<file path="src/rtl/if_fetch.sv">
// if_fetch: instruction-fetch front end.
// One outstanding imem request, stall hold buffer, branch redirect.
module if_fetch #(
  parameter logic [31:0] RESET_PC = 32'h0000_0000
) (
  input  logic        clk,
  input  logic        rst,
  input  logic        stall_i,
  input  logic        branch_flag_i,
  input  logic [31:0] branch_target_i,
  output logic        imem_req,
  output logic [31:0] imem_addr,
  input  logic        imem_gnt,
  input  logic        imem_rvalid,
  input  logic [31:0] imem_rdata,
  output logic [31:0] if_pc,
  output logic [31:0] if_inst,
  output logic        if_valid
);

  typedef enum logic [1:0] {
    S_IDLE,
    S_REQ,
    S_WAIT,
    S_HOLD
  } state_t;

  state_t      state, state_n;
  logic [31:0] fetch_pc, fetch_pc_n;
  logic        discard, discard_n;
  logic        hold_full, hold_full_n;
  logic [31:0] hold_pc, hold_pc_n;
  logic [31:0] hold_inst, hold_inst_n;
  logic [31:0] pc_n, inst_n;
  logic        valid_n;
  logic [31:0] pc_inc;

  assign pc_inc    = fetch_pc + 32'd4;
  assign imem_req  = (state == S_REQ);
  assign imem_addr = fetch_pc;

  // Next-state, fetch PC, hold buffer and output-register updates.
  always_comb begin
    state_n     = state;
    fetch_pc_n  = fetch_pc;
    discard_n   = discard;
    hold_full_n = hold_full;
    hold_pc_n   = hold_pc;
    hold_inst_n = hold_inst;
    pc_n        = if_pc;
    inst_n      = if_inst;
    valid_n     = if_valid;

    // No delivery this cycle: bubble unless stalled.
    if (!stall_i) begin
      inst_n  = '0;
      valid_n = 1'b0;
    end

    if (branch_flag_i) begin
      // Redirect wins over stall; in-flight data is dropped.
      fetch_pc_n  = {branch_target_i[31:2], 2'b00};
      inst_n      = '0;
      valid_n     = 1'b0;
      hold_full_n = 1'b0;
      unique case (state)
        S_IDLE: state_n = S_REQ;
        S_REQ: begin
          if (imem_gnt) begin
            discard_n = 1'b1;
            state_n   = S_WAIT;
          end
        end
        S_WAIT: begin
          if (imem_rvalid) begin
            discard_n = 1'b0;
            state_n   = S_REQ;
          end else begin
            discard_n = 1'b1;
          end
        end
        S_HOLD: state_n = S_REQ;
        default: state_n = S_IDLE;
      endcase
    end else begin
      unique case (state)
        S_IDLE: state_n = S_REQ;
        S_REQ: begin
          if (imem_gnt) state_n = S_WAIT;
        end
        S_WAIT: begin
          if (imem_rvalid) begin
            if (discard) begin
              discard_n = 1'b0;
              state_n   = S_REQ;
            end else if (!stall_i) begin
              pc_n       = fetch_pc;
              inst_n     = imem_rdata;
              valid_n    = 1'b1;
              fetch_pc_n = pc_inc;
              state_n    = S_REQ;
            end else begin
              hold_full_n = 1'b1;
              hold_pc_n   = fetch_pc;
              hold_inst_n = imem_rdata;
              state_n     = S_HOLD;
            end
          end
        end
        S_HOLD: begin
          if (!stall_i) begin
            if (hold_full) begin
              pc_n    = hold_pc;
              inst_n  = hold_inst;
              valid_n = 1'b1;
            end
            hold_full_n = 1'b0;
            fetch_pc_n  = pc_inc;
            state_n     = S_REQ;
          end
        end
        default: state_n = S_IDLE;
      endcase
    end
  end

  // State and datapath registers with synchronous reset.
  always_ff @(posedge clk) begin
    if (rst) begin
      state     <= S_IDLE;
      fetch_pc  <= RESET_PC;
      discard   <= 1'b0;
      hold_full <= 1'b0;
      hold_pc   <= '0;
      hold_inst <= '0;
      if_pc     <= '0;
      if_inst   <= '0;
      if_valid  <= 1'b0;
    end else begin
      state     <= state_n;
      fetch_pc  <= fetch_pc_n;
      discard   <= discard_n;
      hold_full <= hold_full_n;
      hold_pc   <= hold_pc_n;
      hold_inst <= hold_inst_n;
      if_pc     <= pc_n;
      if_inst   <= inst_n;
      if_valid  <= valid_n;
    end
  end

endmodule

</file>
<file path="config.mk">
export PLATFORM = sky130hd
export DESIGN_NAME = if_fetch
export DESIGN_NICKNAME = d
export VERILOG_FILES = /design/src/rtl/if_fetch.sv
export SDC_FILE = /design/constraint.sdc
export NUM_CORES = 1
export LEC_CHECK = 0
export BUFFER_PORTS_ARGS = -buffer_cell sky130_fd_sc_hd__buf_2
export CAP_MARGIN = 15
export CORE_MARGIN = 10
export CORE_UTILIZATION = 35
export CTS_CLUSTER_SIZE = 12
export DETAILED_ROUTE_END_ITERATION = 6
export MAX_ROUTING_LAYER = met4
export PLACE_DENSITY = 0.64
export SYNTH_ARGS = -nofsm -noshare
export SYNTH_HDL_FRONTEND = slang
export SYNTH_SLANG_ARGS = --single-unit
export TNS_END_PERCENT = 100
</file>
<file path="constraint.sdc">
create_clock -name clk -period 2.5 [get_ports clk]
set_input_delay 0.375 -clock clk [delete_from_list [all_inputs] [get_ports clk]]
set_output_delay 0.375 -clock clk [all_outputs]
set_load 0.01 [all_outputs]
</file>
==> flow_summary.yaml <==
detailed_routing:
  viasPerCell: 5.215
  drt_iter0_drc: 421
  routedWlPerCell_um: 17.09
  drc: 1
  dr.pass1.iters: 7
  routed-via-count: 6310
  finalWirelength_um: 20680
  ant_nets: 0
status:
  status: "finished, violations left"
  failed_checks: "design-rule violations"
clocking:
  cts_made_buffers: 17
  insertion_delay_ns: 0.43
  cts_buffer_depth: 2
  cts_setup_buffers: 0
  clock-sinks: 159
  clockRootBuffer: "clkbuf_16"
  cts_tree: "done"
  htree_levels: 4
  postCtsHoldBufs: 0
  clk_pin_slew_ns: 0.07
  cts_resized: 0
sta:
  slew_headroom: 0.5278
  min_period_ns: 2.239
  rsz0062_at_grt: "false"
  setup_viol: 0
  fin_skew_ns: 0.006569
  slew_viol_final: 0
  timing_hold_violations_final: 0
  tightest_slew_ns: 0.7084
  fin_tns_setup_ns: 0
  finalCritPeriodShare: 0.8956
  fmax_ghz: 0.4467
floorplanning:
  design.core.area_um2: 18890
  rows: 50
  die-height_um: 159.1
  dieArea_um2: 25300
  die_x_um: 159.1
  boundaryPins: 168
  initial_core_util: 0.3583
final_layout:
  layout_common_cells: "160 x buf_2, 159 x dfxtp_1, 143 x nand2_1"
  area_growth_pct: 25.51
  nFillCells: 1886
  layout_commonest_cell: "buf_2"
  seq_area_um2: 3183
  nNetsFinal: 1007
  multiInputGateArea_um2: 3262
  drive_gt1_frac: 0.2569
yosys:
  avgSynthCellArea_um2: 8.547
  netlist_instances: 792
  async_flop_share: 0
  synth.distinct_cells: 63
  syn_area_um2: 6769
  yosysSeqAreaShare: 0.4702
  synth_ff_type: "dfxtp_1"
  yosysWarnings: 0
  synth_edf_count: 0
  synth-seq-cells: 159
pwr:
  power_leakage_uw: 0.003182
  powerDensity_nw_per_um2: 665.7
  vdd_ir_drop_max_mv: 0.5251
  power_uw: 5655
worst_setup_path:
  crit_family: "simple AND/OR/NAND/NOR gates"
  r2r-start: "state[0]"
  path_max_fanout: 20
  reg2reg_slack_ns: 0.26
  crit_path_end_kind: "flop"
  worstPathArrival_ns: 2.58
  startpoint: "state[0]"
  slowest_stage: "or3b_2"
  path_cells: "inv_1 -> ha_2 -> or3b_2 -> a221oi_4 -> buf_4 -> nor2_1 -> a211oi_1"
  critPathKind: "flop to flop"
  cp_slowest_stage_delay_ns: 0.53
  cp-start-kind: "flop"
  worst-path-buf-inv: 2
  cp.required_ns: 2.84
grt:
  grt_pass1_wl_um: 32850
  grt_max_degree: 65
  antenna_found_initial: 4
  overflow: 0
  grtUsageTotal: 0.1615
  grt_pass1_vias: 6003
placement:
  dp_hpwl_um: 14260
  portBuffers: 161
  routabilityCongestion: 0.7976
min_path:
  min_from: "branch_target_i[24]"
  min-delay-path-class: "input pin to flop"
run:
  drv_cap: 0
[worst reg2reg max path, cell delays in order (launching register included)]
cell,delay [ns]
dfxtp_1,0.37
inv_1,0.08
ha_2,0.26
or3b_2,0.54
a221oi_4,0.35
buf_4,0.30
nor2_1,0.08
a211oi_1,0.19
[kinds of logic after synthesis]
logic type,count (synthesis),synth area share
other,1,0.0005540
buffers and inverters,87,0.05287
XOR/XNOR,7,0.009057
AO/OA/AOI/OAI,206,0.2203
adder cells (fa/ha/maj),4,0.007394
multiplexers,30,0.04436
AND/OR/NAND/NOR,298,0.1952
flip-flops,159,0.4702
[report_power, final]
group	switching [µW]	leakage, µW	internal (µW)
Clock	1150	0.000269	1400
Sequential	82.4	0.00129	2590
Combinational	255	0.00162	177
[Yosys cell counts (all sizes together), types with 4 or more instances]
cell / n / area (µm²)
a2111oi: 5 / 51.30
a211oi: 40 / 300.3
a21oi: 72 / 360.4
a222oi: 32 / 320.3
a311oi: 14 / 122.6
and3: 5 / 31.28
and4: 4 / 36.29
buf: 17 / 95.10
clkbuf: 55 / 206.5
dfxtp: 159 / 3183
ha: 4 / 50.05
inv: 15 / 56.30
mux2i: 30 / 300.3
nand2: 144 / 540.5
nand3: 10 / 50.05
nand4: 6 / 43.79
nor2: 94 / 352.8
nor4: 6 / 37.54
o2111ai: 4 / 35.03
o21ai: 9 / 45.04
o31a: 4 / 37.54
o31ai: 6 / 45.04
or3: 5 / 31.28
or4: 7 / 56.30
xor2: 5 / 43.79
[final cells by class]
cell class / instances / share of cell area
multi-input combinational: 549 / 0.3839
sequential: 159 / 0.3747
timing repair buffer: 191 / 0.1275
clock buffer: 17 / 0.05007
tap: 260 / 0.03829
clock inverter: 15 / 0.01767
inverter: 15 / 0.006627
antenna: 4 / 0.001178
[worst paths after layout]
path	cells past startpoint	to
worst max-delay path	7	if_pc[3]
worst min-delay path	3	imem_addr[24]
worst max register to register	7	if_pc[3]
worst min register to register	2	hold_pc[5]
[stage by stage]
| step | instances | util | setup WS (ns) | instance area [µm²] | hold WS [ns] |
|---|---|---|---|---|---|
| floorplan | 795 | - | 0.3909 | 6780 | 0.4357 |
| global placement | 1174 | 0.4185 | 0.2149 | 7908 | 0.4406 |
| global route | 1210 | 0.4497 | 0.05534 | 8496 | 0.1867 |
| detailed placement | 1174 | 0.4185 | 0.1794 | 7908 | 0.4462 |
| finish | 1210 | 0.4497 | 0.2611 | 8496 | 0.1787 |
| CTS | 1206 | 0.4490 | 0.1462 | 8483 | 0.1647 |
[metal layers]
metal | routed length (µm) | vias to the layer above | GRT usage
li1 | - | 3159 | -
met1 | 9231 | 2947 | 0.1965
met2 | 9526 | 187 | 0.2445
met5 | 0 | - | -
met4 | 240 | 0 | 0.04339
met3 | 1678 | 17 | 0.06274
[sequential cells by signal (all words and copies together) (netlist names)]
register and cells:
if_valid 1, hold_inst 32, if_inst 32, hold_pc 30, if_pc 30, hold_full 1, imem_addr 30, state 2
discard 1
(Power assumes the default switching activity.)
